`config.mk`:
```
export PLATFORM = sky130hd
export DESIGN_NAME = axil_cmd_master
export DESIGN_NICKNAME = d
export VERILOG_FILES = /design/src/rtl/axil_cmd_master.sv
export SDC_FILE = /design/constraint.sdc
export NUM_CORES = 1
export LEC_CHECK = 0
export ABC_AREA = 1
export CAP_MARGIN = 20
export CELL_PAD_IN_SITES_DETAIL_PLACEMENT = 2
export CELL_PAD_IN_SITES_GLOBAL_PLACEMENT = 2
export CORE_AREA = 3 3 259 261
export DETAILED_ROUTE_END_ITERATION = 7
export DIE_AREA = 0 0 262 264
export PLACE_DENSITY = 0.74
export SYNTH_ARGS = -nofsm -noshare
export SYNTH_HDL_FRONTEND = slang
export SYNTH_SLANG_ARGS = --single-unit
```
`constraint.sdc`:
```
create_clock -name clk -period 18.36 [get_ports clk]
set_clock_uncertainty 0.05 [all_clocks]
set_input_delay 3.672 -clock clk [delete_from_list [all_inputs] [get_ports clk]]
set_output_delay 3.672 -clock clk [all_outputs]
set_load 0.05 [all_outputs]
```
`src/rtl/axil_cmd_master.sv`:
```
// Single-outstanding AXI-lite master: turns one command into one AXI-lite read or
// write and returns a single response. All AXI and response outputs are registered.
module axil_cmd_master #(
    parameter int DATA_WIDTH = 128,
    parameter int ADDR_WIDTH = 32,
    parameter int STRB_WIDTH = DATA_WIDTH / 8
) (
    input  logic                  clk,
    input  logic                  rst,

    input  logic                  cmd_valid,
    output logic                  cmd_ready,
    input  logic                  cmd_we,
    input  logic [ADDR_WIDTH-1:0] cmd_addr,
    input  logic [DATA_WIDTH-1:0] cmd_wdata,
    input  logic [STRB_WIDTH-1:0] cmd_wstrb,

    output logic                  rsp_valid,
    input  logic                  rsp_ready,
    output logic [DATA_WIDTH-1:0] rsp_rdata,
    output logic                  rsp_err,

    output logic [ADDR_WIDTH-1:0] m_axil_awaddr,
    output logic [2:0]            m_axil_awprot,
    output logic                  m_axil_awvalid,
    input  logic                  m_axil_awready,

    output logic [DATA_WIDTH-1:0] m_axil_wdata,
    output logic [STRB_WIDTH-1:0] m_axil_wstrb,
    output logic                  m_axil_wvalid,
    input  logic                  m_axil_wready,

    input  logic [1:0]            m_axil_bresp,
    input  logic                  m_axil_bvalid,
    output logic                  m_axil_bready,

    output logic [ADDR_WIDTH-1:0] m_axil_araddr,
    output logic [2:0]            m_axil_arprot,
    output logic                  m_axil_arvalid,
    input  logic                  m_axil_arready,

    input  logic [DATA_WIDTH-1:0] m_axil_rdata,
    input  logic [1:0]            m_axil_rresp,
    input  logic                  m_axil_rvalid,
    output logic                  m_axil_rready
);

    typedef enum logic [2:0] {
        IDLE    = 3'd0,
        WR_REQ  = 3'd1,
        WR_RESP = 3'd2,
        RD_REQ  = 3'd3,
        RD_DATA = 3'd4,
        RSP     = 3'd5
    } state_t;

    state_t                  state_q, state_d;
    logic [ADDR_WIDTH-1:0]   addr_q, addr_d;
    logic [DATA_WIDTH-1:0]   wdata_q, wdata_d;
    logic [STRB_WIDTH-1:0]   wstrb_q, wstrb_d;
    logic                    awvalid_q, awvalid_d;
    logic                    wvalid_q, wvalid_d;
    logic                    arvalid_q, arvalid_d;
    logic                    bready_q, bready_d;
    logic                    rready_q, rready_d;
    logic                    cmd_ready_q, cmd_ready_d;
    logic                    rsp_valid_q, rsp_valid_d;
    logic                    rsp_err_q, rsp_err_d;
    logic [DATA_WIDTH-1:0]   rsp_rdata_q, rsp_rdata_d;

    always_comb begin
        state_d     = state_q;
        addr_d      = addr_q;
        wdata_d     = wdata_q;
        wstrb_d     = wstrb_q;
        awvalid_d   = awvalid_q;
        wvalid_d    = wvalid_q;
        arvalid_d   = arvalid_q;
        rsp_valid_d = rsp_valid_q;
        rsp_err_d   = rsp_err_q;
        rsp_rdata_d = rsp_rdata_q;

        case (state_q)
            IDLE: begin
                if (cmd_valid && cmd_ready_q) begin
                    addr_d  = cmd_addr;
                    wdata_d = cmd_wdata;
                    wstrb_d = cmd_wstrb;
                    if (cmd_we) begin
                        state_d   = WR_REQ;
                        awvalid_d = 1'b1;
                        wvalid_d  = 1'b1;
                    end else begin
                        state_d   = RD_REQ;
                        arvalid_d = 1'b1;
                    end
                end
            end
            WR_REQ: begin
                // AW and W retire independently; leave once neither is pending
                if (m_axil_awready) awvalid_d = 1'b0;
                if (m_axil_wready)  wvalid_d  = 1'b0;
                if (!awvalid_d && !wvalid_d) state_d = WR_RESP;
            end
            WR_RESP: begin
                if (m_axil_bvalid) begin
                    state_d     = RSP;
                    rsp_valid_d = 1'b1;
                    rsp_err_d   = (m_axil_bresp != 2'b00);
                    rsp_rdata_d = '0;
                end
            end
            RD_REQ: begin
                if (m_axil_arready) begin
                    arvalid_d = 1'b0;
                    state_d   = RD_DATA;
                end
            end
            RD_DATA: begin
                if (m_axil_rvalid) begin
                    state_d     = RSP;
                    rsp_valid_d = 1'b1;
                    rsp_err_d   = (m_axil_rresp != 2'b00);
                    rsp_rdata_d = m_axil_rdata;
                end
            end
            RSP: begin
                if (rsp_ready) begin
                    rsp_valid_d = 1'b0;
                    state_d     = IDLE;
                end
            end
            default: state_d = IDLE;
        endcase

        // Ready strobes are registered copies of the state they belong to
        cmd_ready_d = (state_d == IDLE);
        bready_d    = (state_d == WR_RESP);
        rready_d    = (state_d == RD_DATA);
    end

    always_ff @(posedge clk or posedge rst) begin
        if (rst) begin
            state_q     <= IDLE;
            addr_q      <= '0;
            wdata_q     <= '0;
            wstrb_q     <= '0;
            awvalid_q   <= 1'b0;
            wvalid_q    <= 1'b0;
            arvalid_q   <= 1'b0;
            bready_q    <= 1'b0;
            rready_q    <= 1'b0;
            cmd_ready_q <= 1'b0;
            rsp_valid_q <= 1'b0;
            rsp_err_q   <= 1'b0;
            rsp_rdata_q <= '0;
        end else begin
            state_q     <= state_d;
            addr_q      <= addr_d;
            wdata_q     <= wdata_d;
            wstrb_q     <= wstrb_d;
            awvalid_q   <= awvalid_d;
            wvalid_q    <= wvalid_d;
            arvalid_q   <= arvalid_d;
            bready_q    <= bready_d;
            rready_q    <= rready_d;
            cmd_ready_q <= cmd_ready_d;
            rsp_valid_q <= rsp_valid_d;
            rsp_err_q   <= rsp_err_d;
            rsp_rdata_q <= rsp_rdata_d;
        end
    end

    assign cmd_ready      = cmd_ready_q;
    assign rsp_valid      = rsp_valid_q;
    assign rsp_err        = rsp_err_q;
    assign rsp_rdata      = rsp_rdata_q;

    assign m_axil_awaddr  = addr_q;
    assign m_axil_awprot  = 3'b000;
    assign m_axil_awvalid = awvalid_q;
    assign m_axil_wdata   = wdata_q;
    assign m_axil_wstrb   = wstrb_q;
    assign m_axil_wvalid  = wvalid_q;
    assign m_axil_bready  = bready_q;
    assign m_axil_araddr  = addr_q;
    assign m_axil_arprot  = 3'b000;
    assign m_axil_arvalid = arvalid_q;
    assign m_axil_rready  = rready_q;

endmodule

```
==> impl_metrics.py <==
metrics = {
    "cells_and_area": {
        "layout.nets": 2337,
        "final_layout_size_suffix_gt1_frac": 0.0386,
        "area_growth_pct": 68.2,
        "fillers": 7176,
    },
    "detailed_routing": {
        "wl_met1_mm": 20.1,
        "wl_mm": 56.1,
        "ant_nets": 0,
        "drtIter0Drc": 415,
        "route.detailed.drc": 0,
        "wl_met2_mm": 29.1,
        "drtPass1Iterations": 4,
        "wl_met3_mm": 5.28,
        "wire_per_inst_um": 19.3,
        "top_layer": "met5",
        "viasPerCell": 4.14,
        "dr_total_vias": 12000,
    },
    "setup_path": {
        "arrival_ps": 6990,
        "cp_slowest_cell": "inv_4",
        "startpoint_type": "primary input",
        "worstPathRequired_ps": 18790,
        "end_kind": "flop",
        "cp_cell_sequence": "clkdlybuf4s50_1 -> nand4_4 -> inv_4 -> buf_4 -> nand2_1 -> nand2_1",
        "cp_slowest_stage_delay_ps": 950,
        "crit_path_max_fanout": 89,
        "crit_family": "buffers and inverters",
        "cp_common_cell": "nand2_1",
        "critical_path_class": "in -> reg",
        "critPathBufInv": 3,
    },
    "global_route": {
        "grt_pass1_vias": 13800,
        "grt_pass1_wl_mm": 84.5,
        "grt_max_degree": 110,
        "overflow": 0,
        "grtUsageTotal": 0.157,
        "antenna_found_initial": 6,
    },
    "power_and_ir_drop": {
        "pwr-share-seq": 0.264,
        "power-per-cell-area_nw_per_um2": 217,
        "p_sw_mw": 2.31,
        "p_leak_nw": 10.1,
        "swShare": 0.506,
        "pwr-share-clk": 0.178,
        "p_int_mw": 2.25,
        "p_comb_frac": 0.558,
        "vdd_drop_max_v": 0.0000877,
    },
    "synth": {
        "ys_top_cells_by_area": "dfrtp_1 63%, nand2_1 24%, nand3_1 5.3%, buf_2 2.7%, buf_4 2.5%",
        "ys.warnings.count": 0,
        "syn_area_per_cell_um2": 8.80,
        "ys_seq_area_frac": 0.632,
        "yosysTopAreaCellShare": 0.632,
        "netlist_instances": 1417,
        "synthesis.area_um2": 12500,
        "ys_ff_latch": 315,
        "yosys.area.top_type": "dfrtp_1",
        "yosys.cell_types.count": 18,
    },
    "clock_network": {
        "cts-resized-gates": 0,
        "htreeDepth": 2,
        "clock_sinks": 315,
        "cts_made_buffers": 42,
        "cts_tree": "done",
        "cts_root_buf": "clkbuf_16",
        "path_clk_slew_ps": 60,
        "cts_setup_buffers": 0,
        "cts_hold_buf": 0,
        "clk_latency_ps": 530,
        "cts_max_path_buffers": 3,
    },
    "sta": {
        "relSlewSlack": 0.333,
        "slew_violations": 0,
        "min_period_over_period": 0.357,
        "setup_slack_ps": 11810,
        "rsz0062_at_grt": "false",
        "tightest_slew_ps": 1000,
        "hold_viol_final": 0,
        "fin_setup_tns_ps": 0,
        "fmax_mhz": 153,
        "finalWorstPathRequiredPeriod_ps": 6560,
        "finalSetupViolations": 0,
    },
    "placed_design": {
        "port_buffers": 661,
        "pre_cts_ws_ps": 11160,
        "dp_hpwl_mm": 40.4,
        "gp_congestion": 0.771,
    },
    "die": {
        "coreArea_um2": 64700,
        "start_util": 0.193,
        "die_w_um": 262,
        "die-area_um2": 69200,
        "io_pins": 668,
        "num_rows": 93,
        "die_h_um": 264,
    },
    "worst_hold_path": {
        "holdCritPathClass": "reg -> reg",
    },
    "run_status": {
        "status": "finished, final reports clean",
    },
    "run": {
        "max_cap_violations": 0,
    },
}
## worst paths after layout
kind / startpoint / slack, ps / to / depth (start not counted)
setup reg to reg: state_q[1]$_DFF_PP0_ / 14730 / m_axil_wdata[63]$_DFFE_PP0P_ / 6
hold reg to reg: m_axil_wstrb[1]$_DFFE_PP0P_ / 430 / m_axil_wstrb[1]$_DFFE_PP0P_ / 2
setup / recovery: cmd_valid / 11810 / m_axil_wdata[63]$_DFFE_PP0P_ / 6
hold / removal: m_axil_wstrb[1]$_DFFE_PP0P_ / 430 / m_axil_wstrb[1]$_DFFE_PP0P_ / 2
max in group asynchronous: rst / 12690 / m_axil_wdata[22]$_DFFE_PP0P_ / 5
min in group asynchronous: rst / 3640 / rsp_rdata[60]$_DFFE_PP0P_ / 2
## metal layers
layer  vias up  track usage
met5         -            0
li1       5544            -
met1      5978        0.163
met3        83       0.0604
met2       432        0.286
met4         2       0.0513
## cells in the final DEF (no fill, tap or decap), types with 7 or more instances in the layout
cell type	instances
buf_4	9
clkbuf_1	13
clkbuf_16	45
clkdlybuf4s50_1	661
clkinv_2	8
dfrtp_1	315
inv_1	12
nand2_1	801
nand3_1	132
nor2_1	10
o21ai_0	7
## worst min-delay path, cell delays in order (launching register included)
cell and delay, ps:
dfrtp_1 340, nand2_1 50, nand2_1 50
## cell usage after synthesis
library cell  instances
inv_1                14
a31oi_1               1
o21ai_0               7
conb_1                1
nor3_1                3
inv_2                 4
nand2_2               1
nand2_1             801
dfrtp_1             315
nand4_2               1
a21oi_1               6
nand4_1               2
nand3_1             132
buf_4                41
nor2_2                1
buf_2                68
clkbuf_1              9
nor2_1               10
## sequential cells by signal, summed over array words and instances (netlist names)
register / flops
m_axil_wdata: 128
m_axil_wstrb: 16
m_axil_rready: 1
m_axil_bready: 1
m_axil_arvalid: 1
m_axil_araddr: 32
rsp_valid: 1
rsp_err: 1
rsp_rdata: 128
m_axil_awvalid: 1
state_q: 3
m_axil_wvalid: 1
cmd_ready: 1
## logic make-up after synthesis
logic type	Yosys count	synth area share
AOI/OAI and AO/OA	14	0.00572
buffers and inverters	136	0.0601
DFF	315	0.632
and+or+nand+nor	951	0.301
other	1	0.000301
## layout make-up
class / count / area (um2) / area share
sequential: 315 / 7880 / 0.376
timing repair buffer: 671 / 6710 / 0.320
multi-input combinational: 971 / 3860 / 0.184
clock buffer: 62 / 1230 / 0.0587
tap: 855 / 1070 / 0.0510
clock inverter: 11 / 115 / 0.00549
inverter: 18 / 80.1 / 0.00382
antenna: 4 / 10.0 / 0.000477
## stage by stage
| stage | hold slack (ps) | power (mW) | util | instance area [um2] | std cells |
|---|---|---|---|---|---|
| after floorplan | 624 | 2.82 | - | 12500 | 1422 |
| after global placement | 411 | 3.72 | 0.303 | 19600 | 2829 |
| after detailed placement | 419 | 3.78 | 0.303 | 19600 | 2829 |
| after CTS | 435 | 4.63 | 0.323 | 20900 | 2902 |
| after global routing | 456 | 4.81 | 0.324 | 21000 | 2906 |
| final | 429 | 4.56 | 0.324 | 21000 | 2907 |
## power groups by stage
| stage | registers, mW | logic [mW] | clock network, mW |
|---|---|---|---|
| floorplan | 2.23 | 0.596 | 0 |
| global placement | 1.19 | 2.53 | 0 |
| detailed placement | 1.21 | 2.57 | 0 |
| CTS | 1.21 | 2.58 | 0.843 |
| global route | 1.25 | 2.69 | 0.875 |
| finish | 1.20 | 2.54 | 0.811 |
Note: power is estimated with default switching activity, not from simulation.
